## src/rtl/rabi_pulse_scheduler_if.sv

```systemverilog
// Pin-side signal bundle for the Rabi pulse scheduler.
// The master side drives the trigger/enable pins and observes the pulse
// outputs. The slave side is the scheduler itself.
interface rabi_pulse_scheduler_if #(
    parameter int IDX_W = 8
);
    logic             iEN;
    logic             iTRIG;
    logic             iSCAN_RST;
    logic             oRF;
    logic             oRABI;
    logic             oBUSY;
    logic             oDONE;
    logic             oSCAN_WRAP;
    logic [IDX_W-1:0] oSTEP_IDX;
    logic [7:0]       oMISSED;

    modport master (
        output iEN, iTRIG, iSCAN_RST,
        input  oRF, oRABI, oBUSY, oDONE, oSCAN_WRAP, oSTEP_IDX, oMISSED
    );

    modport slave (
        input  iEN, iTRIG, iSCAN_RST,
        output oRF, oRABI, oBUSY, oDONE, oSCAN_WRAP, oSTEP_IDX, oMISSED
    );
endinterface

```

## src/rtl/rabi_pulse_scheduler.sv

```systemverilog
// Rabi scan shot sequencer.
// Each trigger runs one shot: delay, RF pulse, gap, Raman pulse, done.
// The Raman width grows by RABI_STEP on each shot and wraps after N_STEPS shots.
// Trigger and scan-restart pins are asynchronous. Each pin is synchronised and
// edge-detected before use.
module rabi_pulse_scheduler #(
    parameter int CNT_W     = 24,
    parameter int RF_DELAY  = 16,
    parameter int RF_WIDTH  = 80,
    parameter int GAP       = 8,
    parameter int RABI_BASE = 8,
    parameter int RABI_STEP = 8,
    parameter int N_STEPS   = 64,
    parameter int IDX_W     = 8
) (
    input  logic                   iCLK,
    input  logic                   iRESETn,
    rabi_pulse_scheduler_if.slave  bus
);

    typedef enum logic [2:0] {
        IDLE  = 3'd0,
        DELAY = 3'd1,
        RF    = 3'd2,
        GAP_S = 3'd3,
        RABI  = 3'd4,
        DONE  = 3'd5
    } stateT;

    localparam logic [CNT_W-1:0] LEN_DELAY = CNT_W'(RF_DELAY);
    localparam logic [CNT_W-1:0] LEN_RF    = CNT_W'(RF_WIDTH);
    localparam logic [CNT_W-1:0] LEN_GAP   = CNT_W'(GAP);
    localparam logic [CNT_W-1:0] CNT_ONE   = CNT_W'(1);
    localparam logic [IDX_W-1:0] LAST_IDX  = IDX_W'(N_STEPS - 1);
    localparam logic [IDX_W-1:0] IDX_ONE   = IDX_W'(1);
    localparam logic [63:0]      W_MAX     = (64'd1 << CNT_W) - 64'd1;

    logic [1:0]       trigSync;
    logic [1:0]       scanSync;
    logic             trigPrev;
    logic             scanPrev;
    logic             trigEvt;
    logic             scanEvt;

    stateT            state;
    stateT            stateNext;
    logic [CNT_W-1:0] cnt;
    logic [CNT_W-1:0] cntNext;
    logic [CNT_W-1:0] wLatched;
    logic [CNT_W-1:0] wNext;
    logic [CNT_W-1:0] wNew;
    logic [63:0]      wFull;
    logic [IDX_W-1:0] idxForShot;

    logic [IDX_W-1:0] stepIdx;
    logic [IDX_W-1:0] idxNext;
    logic             restartPend;
    logic             pendNext;
    logic [7:0]       missed;
    logic [7:0]       missedNext;
    logic             rfReg;
    logic             rabiReg;

    // Jump over any zero-length phases, starting from the requested one.
    function automatic stateT skipEmpty(input stateT s, input logic [CNT_W-1:0] w);
        stateT r;
        r = s;
        if (r == DELAY && LEN_DELAY == '0) r = RF;
        if (r == RF    && LEN_RF    == '0) r = GAP_S;
        if (r == GAP_S && LEN_GAP   == '0) r = RABI;
        if (r == RABI  && w         == '0) r = DONE;
        return r;
    endfunction

    // Duration of a phase. Only the Raman phase has a per-shot width.
    function automatic logic [CNT_W-1:0] phaseLen(input stateT s, input logic [CNT_W-1:0] w);
        logic [CNT_W-1:0] len;
        case (s)
            DELAY:   len = LEN_DELAY;
            RF:      len = LEN_RF;
            GAP_S:   len = LEN_GAP;
            RABI:    len = w;
            default: len = '0;
        endcase
        return len;
    endfunction

    // Phase that naturally follows the current one before skipping is applied.
    function automatic stateT successor(input stateT s);
        stateT r;
        case (s)
            DELAY:   r = RF;
            RF:      r = GAP_S;
            GAP_S:   r = RABI;
            RABI:    r = DONE;
            default: r = IDLE;
        endcase
        return r;
    endfunction

    // Two-flop synchronisers plus registered rising-edge detectors for both pins.
    always_ff @(posedge iCLK or negedge iRESETn) begin
        if (!iRESETn) begin
            trigSync <= 2'b00;
            scanSync <= 2'b00;
            trigPrev <= 1'b0;
            scanPrev <= 1'b0;
            trigEvt  <= 1'b0;
            scanEvt  <= 1'b0;
        end else begin
            trigSync <= {trigSync[0], bus.iTRIG};
            scanSync <= {scanSync[0], bus.iSCAN_RST};
            trigPrev <= trigSync[1];
            scanPrev <= scanSync[1];
            trigEvt  <= trigSync[1] & ~trigPrev;
            scanEvt  <= scanSync[1] & ~scanPrev;
        end
    end

    // Raman width for a shot starting now. A restart arriving in the same
    // cycle forces index 0. The product is formed wide and clamped to the counter range.
    always_comb begin
        idxForShot = scanEvt ? '0 : stepIdx;
        wFull      = 64'(RABI_BASE) + 64'(idxForShot) * 64'(RABI_STEP);
        wNew       = (wFull > W_MAX) ? {CNT_W{1'b1}} : wFull[CNT_W-1:0];
    end

    // Phase sequencing. The counter is loaded with length-1 on entry and
    // the phase ends when it reaches zero.
    always_comb begin
        stateNext = state;
        cntNext   = cnt;
        wNext     = wLatched;
        case (state)
            IDLE: begin
                if (trigEvt && bus.iEN) begin
                    stateNext = skipEmpty(DELAY, wNew);
                    wNext     = wNew;
                    cntNext   = phaseLen(stateNext, wNew) - CNT_ONE;
                end
            end
            DELAY, RF, GAP_S, RABI: begin
                if (cnt == '0) begin
                    stateNext = skipEmpty(successor(state), wLatched);
                    cntNext   = phaseLen(stateNext, wLatched) - CNT_ONE;
                end else begin
                    cntNext   = cnt - CNT_ONE;
                end
            end
            DONE:    stateNext = IDLE;
            default: stateNext = IDLE;
        endcase
    end

    // Scan index bookkeeping. A restart seen during a shot makes the next
    // shot start the scan from 0, so the end-of-shot increment is suppressed.
    always_comb begin
        idxNext  = stepIdx;
        pendNext = restartPend;
        if (state == DONE) begin
            pendNext = 1'b0;
            if (scanEvt || restartPend) begin
                idxNext = '0;
            end else if (stepIdx == LAST_IDX) begin
                idxNext = '0;
            end else begin
                idxNext = stepIdx + IDX_ONE;
            end
        end else if (scanEvt) begin
            idxNext = '0;
            if (state != IDLE) pendNext = 1'b1;
        end
    end

    // Count triggers that arrive while a shot is already running, saturating at 255.
    always_comb begin
        missedNext = missed;
        if (trigEvt && state != IDLE && missed != 8'hFF) begin
            missedNext = missed + 8'd1;
        end
    end

    // State and datapath registers. The pulse outputs are registered from
    // the next state, so they line up exactly with their phases.
    always_ff @(posedge iCLK or negedge iRESETn) begin
        if (!iRESETn) begin
            state       <= IDLE;
            cnt         <= '0;
            wLatched    <= '0;
            stepIdx     <= '0;
            restartPend <= 1'b0;
            missed      <= 8'd0;
            rfReg       <= 1'b0;
            rabiReg     <= 1'b0;
        end else begin
            state       <= stateNext;
            cnt         <= cntNext;
            wLatched    <= wNext;
            stepIdx     <= idxNext;
            restartPend <= pendNext;
            missed      <= missedNext;
            rfReg       <= (stateNext == RF);
            rabiReg     <= (stateNext == RABI);
        end
    end

    assign bus.oRF        = rfReg;
    assign bus.oRABI      = rabiReg;
    assign bus.oBUSY      = (state != IDLE);
    assign bus.oDONE      = (state == DONE);
    assign bus.oSCAN_WRAP = (state == DONE) && !scanEvt && !restartPend && (stepIdx == LAST_IDX);
    assign bus.oSTEP_IDX  = stepIdx;
    assign bus.oMISSED    = missed;

endmodule

```

## src/flat_wrapper.sv

```systemverilog
// flat-port wrapper written by rule: the top's interface ports become plain ports
module rabi_pulse_scheduler_flat 
#(
    parameter int CNT_W     = 24,
    parameter int RF_DELAY  = 16,
    parameter int RF_WIDTH  = 80,
    parameter int GAP       = 8,
    parameter int RABI_BASE = 8,
    parameter int RABI_STEP = 8,
    parameter int N_STEPS   = 64,
    parameter int IDX_W     = 8
)
  (iCLK, iRESETn, bus_iEN, bus_iTRIG, bus_iSCAN_RST, bus_oRF, bus_oRABI, bus_oBUSY, bus_oDONE, bus_oSCAN_WRAP, bus_oSTEP_IDX, bus_oMISSED);
  rabi_pulse_scheduler_if #(.IDX_W(IDX_W)) bus_i ();
  input  logic iCLK;
  input  logic iRESETn;
  input wire logic [$bits(bus_i.iEN)-1:0] bus_iEN;
  input wire logic [$bits(bus_i.iTRIG)-1:0] bus_iTRIG;
  input wire logic [$bits(bus_i.iSCAN_RST)-1:0] bus_iSCAN_RST;
  output wire logic [$bits(bus_i.oRF)-1:0] bus_oRF;
  output wire logic [$bits(bus_i.oRABI)-1:0] bus_oRABI;
  output wire logic [$bits(bus_i.oBUSY)-1:0] bus_oBUSY;
  output wire logic [$bits(bus_i.oDONE)-1:0] bus_oDONE;
  output wire logic [$bits(bus_i.oSCAN_WRAP)-1:0] bus_oSCAN_WRAP;
  output wire logic [$bits(bus_i.oSTEP_IDX)-1:0] bus_oSTEP_IDX;
  output wire logic [$bits(bus_i.oMISSED)-1:0] bus_oMISSED;
  assign bus_i.iEN = bus_iEN;
  assign bus_i.iTRIG = bus_iTRIG;
  assign bus_i.iSCAN_RST = bus_iSCAN_RST;
  assign bus_oRF = bus_i.oRF;
  assign bus_oRABI = bus_i.oRABI;
  assign bus_oBUSY = bus_i.oBUSY;
  assign bus_oDONE = bus_i.oDONE;
  assign bus_oSCAN_WRAP = bus_i.oSCAN_WRAP;
  assign bus_oSTEP_IDX = bus_i.oSTEP_IDX;
  assign bus_oMISSED = bus_i.oMISSED;
  rabi_pulse_scheduler #(.CNT_W(CNT_W), .RF_DELAY(RF_DELAY), .RF_WIDTH(RF_WIDTH), .GAP(GAP), .RABI_BASE(RABI_BASE), .RABI_STEP(RABI_STEP), .N_STEPS(N_STEPS), .IDX_W(IDX_W)) u_core (.iCLK(iCLK), .iRESETn(iRESETn), .bus(bus_i));
endmodule
```

## config.mk

```make
export PLATFORM = sky130hd
export DESIGN_NAME = rabi_pulse_scheduler_flat
export DESIGN_NICKNAME = d
export VERILOG_FILES = /design/src/rtl/rabi_pulse_scheduler_if.sv /design/src/rtl/rabi_pulse_scheduler.sv /design/src/flat_wrapper.sv
export SDC_FILE = /design/constraint.sdc
export NUM_CORES = 1
export LEC_CHECK = 0
export ABC_AREA = 1
export CORE_ASPECT_RATIO = 0.75
export CORE_UTILIZATION = 30
export CTS_BUF_LIST = sky130_fd_sc_hd__clkbuf_2
export CTS_CLUSTER_SIZE = 20
export DETAILED_ROUTE_END_ITERATION = 10
export HOLD_SLACK_MARGIN = 0.03
export PLACE_DENSITY = 0.52
export SLEW_MARGIN = 5
export SYNTH_ARGS = -nofsm -noshare
export SYNTH_HDL_FRONTEND = slang
export SYNTH_SLANG_ARGS = --single-unit
```

## constraint.sdc

```tcl
create_clock -name iCLK -period 4.85 [get_ports iCLK]
set_input_delay 0.97 -clock iCLK [delete_from_list [all_inputs] [get_ports iCLK]]
set_output_delay 0.97 -clock iCLK [all_outputs]
set_load 0.02 [all_outputs]
```

Word level (Yosys, flattened, before mapping) --
Cells that the tools add are included.
Operators by class: bitwise logic cells 4, equality and inequality tests 15, reductions and logical operators 21, add/subtract/negate cells 6, $lt $le $gt $ge 1, muxes and demuxes 25
Operators with widths (number):
- $mux 24 | 7
- $pmux 24 s4 | 1
- $sub 24x1->24 const B | 3
- $gt 64x24->1 const B | 1
- $logic_not 24->1 | 2
- $pmux 24 s2 | 1
- $mux 8 | 4
- $mux 3 | 7
- $add 8x1->8 const B | 2
- $eq 3x2->1 const B | 5
- $eq 3x3->1 const B | 5
- $add 4x11->12 const A | 1
- $pmux 3 s4 | 1
- $eq 8x6->1 const B | 1
- $ne 8x8->1 const B | 1
- $logic_and 1x1->1 | 7
- $eq 3x1->1 const B | 2
- $pmux 3 s2 | 1
- $reduce_and 2->1 | 3
- $reduce_bool 2->1 | 3
- $reduce_or 4->1 | 1
- $logic_not 3->1 | 1
- $mux 1 | 3
- $reduce_bool 3->1 | 1
- other kinds (5) | 8
Word-level totals: output and inout port bits 21, input port bits 5, register bits after elaboration 78, logic and storage cells 86

Logic depth before layout (Yosys ltp) --
Gate-level depths: netlist of the first run.
depth after elaboration 16, mapped depth 15, gate-level depth less buffers 15

Worst setup path after synthesis of the first run --
Ideal clock, no wire load.
kind reg2out, start register u_core.stepIdx[0], in the netlist u_core.bus.oSTEP_IDX[0], end output bus_oSCAN_WRAP, cell stages (with the launch flop) 10, path buffers 0, required time 3880 ps, slack 2297 ps, data arrival time 1583 ps, cell sequence dfrtp_1 -> ha_1 -> nand2_1 -> nor2_1 -> inv_1 -> nor2_1 -> inv_1 -> nor3_1 -> nand2_1 -> nor2_1
On the way: longest elaborated chain between the ends 2
RTL lines:
- from (decl) | line rabi_pulse_scheduler.sv:55 | logic [IDX_W-1:0] stepIdx;
- from (signal assigned) | line rabi_pulse_scheduler.sv:199 | stepIdx <= idxNext;
- $eq 8x6->1 | line rabi_pulse_scheduler.sv:211 | assign bus.oSCAN_WRAP = (state == DONE) && !scanEvt && !restartPend && (stepIdx == LAST_IDX);
- $logic_and 1x1->1 | line rabi_pulse_scheduler.sv:211
- to (decl) | line flat_wrapper.sv:24 | output wire logic [$bits(bus_i.oSCAN_WRAP)-1:0] bus_oSCAN_WRAP;
Every way passes these cells.

Final worst setup path of the first run --
Same ends and word-level chain as after synthesis.

==> flow_metrics.py, run 1 <==
metrics = {
    "placement": {
        "place_inst": 663,
        "post_dp_cell_area_um2": 4190,
        "dp_hpwl_mm": 6.77,
        "pre_cts_ws_ns": 1.86,
        "io_buffer_count": 25,
        "globalplace.congestion": 0.854,
    },
    "cells_and_area": {
        "antenna_cells": 0,
        "final_cell_count_no_fill": 679,
        "drive_gt1_share_pct": 13.9,
        "seq_area_um2": 1580,
        "postLayoutCellArea_um2": 4300,
        "fin_util_pct": 36.2,
        "fill_cells": 1253,
        "fin_nets": 521,
        "multi_input_area_um2": 1880,
        "area_growth_pct": 14.8,
    },
    "outcome": {
        "run_status": "complete, no violations",
    },
    "logic_synthesis": {
        "yosysWarnings": 0,
        "synth_top_area_share_pct": 42.1,
        "synthTopCellsByArea": "dfrtp_1 42%, nand2_1 8.8%, nand3_1 6.4%",
        "synth-simple-area-share_pct": 36.2,
        "synth_top_family_by_area": "simple AND/OR/NAND/NOR gates",
        "syn_avg_cell_area_um2": 7.82,
        "netlist_top_cells_count": "88 x nand2_1, 63 x dfrtp_1, 62 x inv_1",
        "ys_dominant_reg_cell": "dfrtp_1",
        "synthesis.nets": 488,
        "ys_ff_latch": 63,
        "synth-seq-area-share_pct": 42.1,
        "synth_cell_types": 40,
        "synth_mux_area_share_pct": 0.301,
        "synth_area_um2": 3750,
        "synth_compound_area_share_pct": 9.15,
        "syn_inst": 479,
        "synth_xor_area_share_pct": 3.27,
        "yosysMostFrequentCell": "nand2_1",
        "yosysTopAreaCell": "dfrtp_1",
        "async_reset_ff_share_pct": 100,
        "yosys.area_share.adder_pct": 1.34,
        "synth_edf_count": 0,
    },
    "clock_network": {
        "clk_latency_ns": 0.54,
        "htree_levels": 3,
        "cts_hold_buf": 0,
        "numClockSinks": 63,
        "clkTransAtPathRegs_ns": 0.20,
        "root_buffer": "clkbuf_2",
        "cts_made_buffers": 9,
        "cts_setup_buffers": 0,
        "clock_path_buffers": 2,
        "cts_tree": "yes",
        "cts_resized": 0,
    },
    "pwr": {
        "p_sw_share_pct": 29.4,
        "combPwrFrac_pct": 12.5,
        "pwr_density_cell_nw_per_um2": 241,
        "p_leak_uw": 0.00184,
        "clock_power_share_pct": 31.2,
        "switchingPower_uw": 304,
        "peakVddDrop_mv": 0.242,
        "seqPwrFrac_pct": 56.2,
        "p_int_uw": 731,
    },
    "setup_path": {
        "cp.depth": 10,
        "cpPeakStageDelay_ns": 0.60,
        "path_cells": "ha_1 -> nand2_1 -> nor2_1 -> inv_1 -> nor2_1 -> inv_1 -> nor3_1 -> nand2_1 -> nor2_1 -> clkdlybuf4s50_1",
        "crit_path_end_kind": "output pin",
        "cpMaxStageDelayCell": "clkdlybuf4s50_1",
        "start_kind": "flop",
        "worstPathMaxFanout": 4,
        "crit_required_ns": 3.88,
        "crit_type": "flop to output pin",
        "crit_family": "buffers and inverters",
        "cp.buffers_inverters": 3,
        "r2r_cells": 9,
        "critPathArrivalTime_ns": 2.57,
        "crit_top_cell": "nor2_1",
    },
    "die": {
        "design.die.area_um2": 12900,
        "rows": 34,
        "ios": 26,
        "core-area_um2": 11900,
        "die_height_um": 98.8,
        "dieWidth_um": 131,
        "start_util_pct": 31.6,
    },
    "drt": {
        "drt-total-wl_mm": 8.92,
        "wl_per_cell_um": 13.1,
        "drc_errors": 0,
        "via_per_inst": 4.74,
        "ant_nets": 0,
        "dr.pass1.iters": 4,
        "drt_iter0_markers": 247,
        "vias": 3221,
    },
    "global_route": {
        "grt_max_degree": 37,
        "grt_pass1_wl_mm": 15.2,
        "grt_pass1_vias": 3005,
        "antenna_found_initial": 0,
        "grt-ovfl-total": 0,
        "grt_use_total_pct": 15.6,
    },
    "sta": {
        "fin_crit_sh_pct": 73.0,
        "finalHoldViolations": 0,
        "slew_headroom_pct": 44.7,
        "drv_slew": 0,
        "max_freq_ghz": 0.282,
        "setup_viol": 0,
        "fin_ws_ns": 1.31,
        "rsz0062_at_grt": "false",
        "clock_skew_ns": 0.0263,
        "tightest_slew_ns": 0.830,
        "tns_ns": 0,
        "layout_min_cycle_time_ns": 3.54,
    },
    "hold_path": {
        "hold_depth": 0,
        "min_path_type": "flop to flop",
    },
    "job": {
        "cap_violations": 0,
    },
}
[state kept, by name (all words and copies together), names as in the netlist]
signal                flops
u_core.trigEvt            1
u_core.scanEvt            1
u_core.wLatched           9
u_core.state              3
u_core.bus.oRABI          1
u_core.scanPrev           1
u_core.bus.oRF            1
u_core.scanSync           2
u_core.trigPrev           1
u_core.cnt               24
u_core.bus.oMISSED        8
u_core.restartPend        1
u_core.bus.oSTEP_IDX      8
u_core.trigSync           2
[cell type report]
cell class | count | area share, %
well taps | 162 | 4.71
flip-flops and latches | 63 | 36.7
multi-input cells | 343 | 43.8
repair buffers | 29 | 6.40
inverters | 66 | 5.88
clock inverters | 6 | 1.43
clock buffers | 10 | 1.16
[worst reg2reg max path, stage by stage (launching register included)]
cell and delay, ns:
dfrtp_1 0.45, nor2_1 0.15, inv_1 0.06, nor2_1 0.19, nand3_1 0.42, inv_1 0.33
nor2_1 0.07, buf_4 0.20, inv_1 0.27, o21ai_0 0.13
[power groups by stage]
stage	combinational, µW	clock (µW)	sequential (µW)
5_1_grt	142	360	587
2_1_floorplan	36.9	0	615
6_report	130	324	582
4_1_cts	132	340	583
3_3_place_gp	132	0	591
3_5_place_dp	133	0	592
[logic make-up after synthesis]
kind of cell               Yosys count
adders and majority gates            4
buffers and inverters               73
xor gates and xnor gates            14
muxes                                1
DFF                                 63
and+or+nand+nor                    267
AOI/OAI and AO/OA                   57
[metrics by stage]
stage / power, µW / hold WS, ns
6_report: 1040 / 0.371
5_1_grt: 1090 / 0.394
4_1_cts: 1060 / 0.377
3_5_place_dp: 724 / 0.336
3_3_place_gp: 723 / 0.331
2_1_floorplan: 652 / 0.331
[worst paths after layout]
check | end | from | slack, ns
max in group asynchronous | u_core.cnt[7] | iRESETn | 3.45
worst max-delay path | bus_oSCAN_WRAP | u_core.bus.oSTEP_IDX[0] | 1.31
worst min-delay path | u_core.trigSync[1] | u_core.trigSync[0] | 0.37
min in group asynchronous | u_core.bus.oMISSED[0] | iRESETn | 0.49
worst max register to register | u_core.cnt[5] | u_core.state[1] | 2.48
worst min register to register | u_core.trigSync[1] | u_core.trigSync[0] | 0.37
[placed cells by master (no fill, tap or decap), types with 2 or more instances in the layout]
cell / instances
nand3_2: 3
nand3_1: 48
xnor2_1: 2
o32ai_1: 4
o21ai_1: 10
o22ai_1: 6
a21oi_1: 11
ha_1: 4
nand3_4: 3
nor2_4: 9
o21ai_0: 17
xor2_1: 12
nor3_1: 14
nand2_2: 11
nor2_1: 57
nand4_1: 11
dfrtp_1: 63
clkdlybuf4s50_1: 24
inv_1: 62
clkbuf_2: 10
buf_4: 4
nand2_4: 4
nor2_2: 14
clkinvlp_4: 3
o31ai_1: 2
nand2_1: 88
inv_2: 3
[metal layers]
layer  vias up  global-route usage (%)  share of wire, %
met5         -                       0                 0
met4         0                    5.39               1.6
met3        12                    3.96               4.6
met2        67                    20.3                38
met1      1498                    24.2                55
li1       1644                       -                 -
No activity file was read; power rests on OpenSTA's default activity.
==> run 2, diff against run 1 <==
==> constraint.sdc (replaced) <==
create_clock -name iCLK -period 3.3 [get_ports iCLK]
set_input_delay 0.66 -clock iCLK [delete_from_list [all_inputs] [get_ports iCLK]]
set_output_delay 0.66 -clock iCLK [all_outputs]
set_load 0.02 [all_outputs]
==> flow_metrics.py, run 2 (synthesis results as in run 1) <==
metrics = {
    "placement": {
        "globalplace.congestion": 0.862,
        "place_inst": 664,
        "post_dp_cell_area_um2": 4200,
        "dp_hpwl_mm": 6.90,
        "io_buffer_count": 25,
    },
    "setup_path": {
        "critPathArrivalTime_ns": 2.26,
        "rrSetupSlack_ns": 0.78,
        "r2r_start": "u_core.state[0]",
        "worstPathMaxFanout": 12,
        "r2r_end": "u_core.cnt[10]",
        "crit_path_end_kind": "output pin",
        "path_cells": "inv_1 -> nor3_1 -> buf_4 -> clkdlybuf4s50_1",
        "crit_required_ns": 2.64,
        "crit_type": "flop to output pin",
        "cpMaxStageDelayCell": "clkdlybuf4s50_1",
        "cp-endpoint": "bus_oDONE",
        "r2r_cells": 7,
        "crit_start": "u_core.state[2]",
        "start_kind": "flop",
        "cpPeakStageDelay_ns": 0.62,
    },
    "pwr": {
        "p_leak_uw": 0.00185,
        "pwr_density_cell_nw_per_um2": 344,
        "peakVddDrop_mv": 0.454,
    },
    "die": {
        "core-area_um2": 11900,
        "ios": 26,
        "die_height_um": 98.8,
        "rows": 34,
        "start_util_pct": 31.6,
        "design.die.area_um2": 12900,
        "dieWidth_um": 131,
    },
    "sta": {
        "layout_min_cycle_time_ns": 2.92,
        "fin_crit_sh_pct": 88.4,
        "tns_ns": 0,
        "slew_headroom_pct": 30.9,
        "rsz0062_at_grt": "false",
        "max_freq_ghz": 0.343,
        "drv_slew": 0,
        "clock_skew_ns": 0.0284,
        "setup_viol": 0,
        "hold_slack_ns": 0.120,
        "tightest_slew_ns": 1.03,
        "finalHoldViolations": 0,
    },
    "cells_and_area": {
        "largest_reg_flops": 24,
        "final_cell_mix": "88 x nand2_1, 63 x dfrtp_1, 62 x inv_1, 57 x nor2_1, 48 x nand3_1",
        "fill_cells": 1214,
        "antenna_cells": 0,
        "area_growth_pct": 14.8,
        "fin_nets": 522,
        "final_common_cell": "nand2_1",
        "regMostFlops": "u_core.cnt",
        "postLayoutCellArea_um2": 4300,
        "final_cell_count_no_fill": 680,
        "drive_gt1_share_pct": 14.3,
        "reg_top3": "u_core.cnt x24, u_core.wLatched x9",
    },
    "global_route": {
        "antenna_found_initial": 0,
        "grt-ovfl-total": 0,
        "grt_pass1_wl_mm": 15.8,
        "grt_use_total_pct": 15.8,
        "grt_pass1_vias": 3203,
        "grt_max_degree": 30,
    },
    "hold_path": {
        "min_path_type": "input pin to asynchronous set/reset pin",
    },
    "clock_network": {
        "cts_hold_buf": 0,
        "htree_levels": 3,
        "cts_made_buffers": 9,
        "clkTransAtPathRegs_ns": 0.21,
        "root_buffer": "clkbuf_2",
        "cts_tree": "yes",
        "clock_path_buffers": 2,
        "numClockSinks": 63,
        "clk_latency_ns": 0.53,
    },
    "drt": {
        "dr.pass1.iters": 4,
        "via_per_inst": 4.75,
        "drt_iter0_markers": 237,
        "vias": 3233,
        "ant_nets": 0,
        "drt-total-wl_mm": 8.90,
        "drc_errors": 0,
        "wl_per_cell_um": 13.1,
    },
    "job": {
        "cap_violations": 0,
    },
    "outcome": {
        "run_status": "complete, no violations",
    },
}
[run 2: cell count changes in the layout (fill, tap and decap cells not counted), sizes merged]
| cell | change |
|---|---|
| buf | +1 |
| clkdlybuf4s50 | -1 |
| dlymetal6s2s | +1 |
| bufinv | -1 |
| clkbuf | -1 |
| inv | +2 |
[run 2: area by class of cell]
| cell class | count | area, µm² | area share, % |
|---|---|---|---|
| Multi-Input combinational cell | 343 | 1880 | 43.7 |
| Sequential cell | 63 | 1580 | 36.6 |
| Timing Repair Buffer | 30 | 285 | 6.63 |
| Inverter | 66 | 253 | 5.88 |
| Tap cell | 162 | 203 | 4.71 |
| Clock inverter | 7 | 57.6 | 1.34 |
| Clock buffer | 9 | 45.0 | 1.05 |
[run 2: per-stage QoR]
| step | utilization (%) | power, µW | setup WS (ns) |
|---|---|---|---|
| after global routing | 36.2 | 1560 | 0.142 |
| after CTS | 36.2 | 1510 | 0.0254 |
| after detailed placement | 35.4 | 1060 | 0.321 |
| after floorplan | - | 958 | 1.06 |
| final | 36.2 | 1480 | 0.384 |
| after global placement | 35.4 | 1060 | 0.421 |
[run 2: repair_timing]
item	4_1_cts	5_1_grt
setup buffers	0	0
hold endpoints to repair	0	0
setup endpoints to repair	0	1
resized for setup	0	1
[run 2: worst min path at each step]
stage | cells after the start | slack, ns | endpoint | from
after CTS | 1 | 0.09 | u_core.bus.oMISSED[4] | iRESETn
after global routing | 1 | 0.1 | u_core.bus.oMISSED[4] | iRESETn
after global placement | 0 | 0.34 | u_core.scanSync[1] | u_core.scanSync[0]
final | 1 | 0.12 | u_core.bus.oMISSED[4] | iRESETn
after detailed placement | 0 | 0.34 | u_core.scanSync[1] | u_core.scanSync[0]
after floorplan | 0 | 0.33 | u_core.scanSync[1] | u_core.scanSync[0]
[run 2: report_power, final]
part           switching, µW  internal, µW  leakage [µW]
clock                    325           106     0.0000551
sequential              44.2           811      0.000725
combinational           99.8          91.3       0.00107
[run 2: per-layer routing]
metal  track usage [%]  wire [µm]  vias to the layer above
met1              24.0       4810                     1524
li1                  -          -                     1638
met5                 0          0                        -
met3              3.69        345                        9
met2              21.6       3620                       62
met4              5.04        127                        0
[run 2: worst max-delay path: cells and delay by family, from the launching register on]
family                 cells  cell delay (ns)
buffers and inverters      3             1.01
flip-flops                 1             0.49
AND/OR/NAND/NOR            1             0.26
==> run 3, diff against run 2 <==
--- a/config.mk
+++ b/config.mk
@@ -7,6 +7,7 @@
 export LEC_CHECK = 0
 export ABC_AREA = 1
 export CORE_ASPECT_RATIO = 0.75
+export CORE_MARGIN = 2
 export CORE_UTILIZATION = 30
 export CTS_BUF_LIST = sky130_fd_sc_hd__clkbuf_2
 export CTS_CLUSTER_SIZE = 20
==> flow_metrics.py, run 3 (synthesis results as in run 1) <==
metrics = {
    "outcome": {
        "run_status": "complete, no violations",
    },
    "global_route": {
        "grt_max_degree": 64,
        "grt_pass1_wl_mm": 15.1,
        "grt_use_total_pct": 14.4,
        "grt-ovfl-total": 0,
        "grt_pass1_vias": 3077,
        "antenna_found_initial": 0,
    },
    "setup_path": {
        "crit_path_end_kind": "output pin",
        "cpMaxStageDelayCell": "clkdlybuf4s50_1",
        "crit_family": "buffers and inverters",
        "critPathArrivalTime_ns": 2.37,
        "crit_type": "flop to output pin",
        "cp.buffers_inverters": 3,
        "path_cells": "inv_1 -> nor3_1 -> buf_4 -> clkdlybuf4s50_1",
        "worstPathMaxFanout": 12,
        "crit_start": "u_core.state[2]",
        "crit_required_ns": 2.64,
        "r2r_start": "u_core.state[0]",
        "start_kind": "flop",
        "cpPeakStageDelay_ns": 0.62,
    },
    "drt": {
        "drt_iter0_markers": 191,
        "ant_nets": 0,
        "drc_errors": 0,
        "wl_per_cell_um": 13.0,
        "drt-total-wl_mm": 8.88,
        "dr.pass1.iters": 4,
        "vias": 3187,
        "via_per_inst": 4.67,
    },
    "placement": {
        "io_buffer_count": 25,
        "place_inst": 667,
        "globalplace.congestion": 0.831,
        "post_dp_cell_area_um2": 4190,
        "dp_hpwl_mm": 6.65,
    },
    "clock_network": {
        "cts_hold_buf": 0,
        "clock_path_buffers": 2,
        "root_buffer": "clkbuf_2",
        "cts_setup_buffers": 0,
        "numClockSinks": 63,
        "cts_made_buffers": 9,
        "cts_tree": "yes",
        "clkTransAtPathRegs_ns": 0.22,
        "cts_resized": 1,
        "clk_latency_ns": 0.52,
        "htree_levels": 3,
    },
    "sta": {
        "tightest_slew_ns": 1.07,
        "clock_skew_ns": 0.0223,
        "drv_slew": 0,
        "max_freq_ghz": 0.330,
        "finalHoldViolations": 0,
        "tns_ns": 0,
        "fin_crit_sh_pct": 91.8,
        "layout_min_cycle_time_ns": 3.03,
        "slew_headroom_pct": 28.5,
        "rsz0062_at_grt": "false",
        "setup_viol": 0,
    },
    "die": {
        "dieWidth_um": 133,
        "design.die.area_um2": 13400,
        "core-area_um2": 12200,
        "ios": 26,
        "start_util_pct": 30.7,
        "rows": 35,
        "die_height_um": 101,
    },
    "cells_and_area": {
        "final_cell_mix": "88 x nand2_1, 63 x dfrtp_1, 62 x inv_1, 57 x nor2_1, 48 x nand3_1",
        "fin_util_pct": 35.3,
        "final_common_cell": "nand2_1",
        "reg_top3": "u_core.cnt x24, u_core.wLatched x9",
        "final_cell_count_no_fill": 683,
        "postLayoutCellArea_um2": 4320,
        "largest_reg_flops": 24,
        "regMostFlops": "u_core.cnt",
        "antenna_cells": 0,
        "fin_nets": 521,
        "area_growth_pct": 15.3,
        "drive_gt1_share_pct": 14.1,
    },
    "hold_path": {
        "min_path_type": "input pin to asynchronous set/reset pin",
    },
    "pwr": {
        "clock_power_share_pct": 32.9,
        "power_uw": 1560,
        "peakVddDrop_mv": 0.354,
        "pwr_density_cell_nw_per_um2": 361,
        "combPwrFrac_pct": 12.3,
        "p_int_uw": 1080,
        "seqPwrFrac_pct": 54.8,
        "p_sw_share_pct": 30.4,
        "p_leak_uw": 0.00185,
        "switchingPower_uw": 474,
    },
    "job": {
        "cap_violations": 0,
    },
}
==> run 3: changes by cell type in the layout (fill, tap and decap cells not counted) <==
cell | previous run | this run
dlymetal6s2s_1 | 1 | 0
buf_4 | 5 | 4
dlygate4sd2_1 | 0 | 1
bufinv_16 | 0 | 1
clkinvlp_4 | 3 | 2
==> run 3: path summary, 6_finish.rpt <==
path	end	cells past startpoint	slack [ns]
max	bus_oDONE	4	0.27
min	u_core.bus.oSTEP_IDX[2]	2	0.28
max reg2reg	u_core.cnt[10]	7	0.74
min reg2reg	u_core.trigSync[1]	0	0.38
max in group asynchronous	u_core.cnt[18]	2	2.48
min in group iCLK	u_core.trigSync[1]	0	0.38
==> run 3: through the flow <==
step	hold WS, ns	setup WS, ns
2_1_floorplan	0.331	1.06
3_3_place_gp	0.333	0.355
3_5_place_dp	0.337	0.297
4_1_cts	0.255	0.217
5_1_grt	0.291	0.0611
6_report	0.277	0.271
==> run 3: area by class of cell <==
class / count / area, µm²
fill: 1264 / 7900
multi-input combinational: 343 / 1880
sequential: 63 / 1580
timing repair buffer: 29 / 274
inverter: 66 / 253
tap: 166 / 208
clock inverter: 7 / 80.1
clock buffer: 9 / 45.0
==> run 3: worst reg2reg max path: stages, from the launching register on <==
cell and delay, ns:
dfrtp_1 0.48, nor2_1 0.15, inv_1 0.07, nor2_1 0.18
nor2_1 0.09, nor2_1 0.82, inv_1 0.45, o22ai_1 0.26
==> run 3: power by group through the flow <==
stage / registers, µW / logic (µW) / clock network, µW
global route: 864 / 210 / 576
detailed placement: 868 / 195 / 0
floorplan: 904 / 54.2 / 0
CTS: 854 / 196 / 542
global placement: 868 / 195 / 0
finish: 854 / 192 / 513
==> run 3: routing by layer <==
layer	global-route usage (%)	vias up	part of all wire, %	wire [µm]
met5	0	-	0	0
met4	5.54	0	1.6	146
met3	3.17	12	3.9	343
met2	20.6	44	41	3680
met1	21.0	1493	53	4710
li1	-	1638	-	-
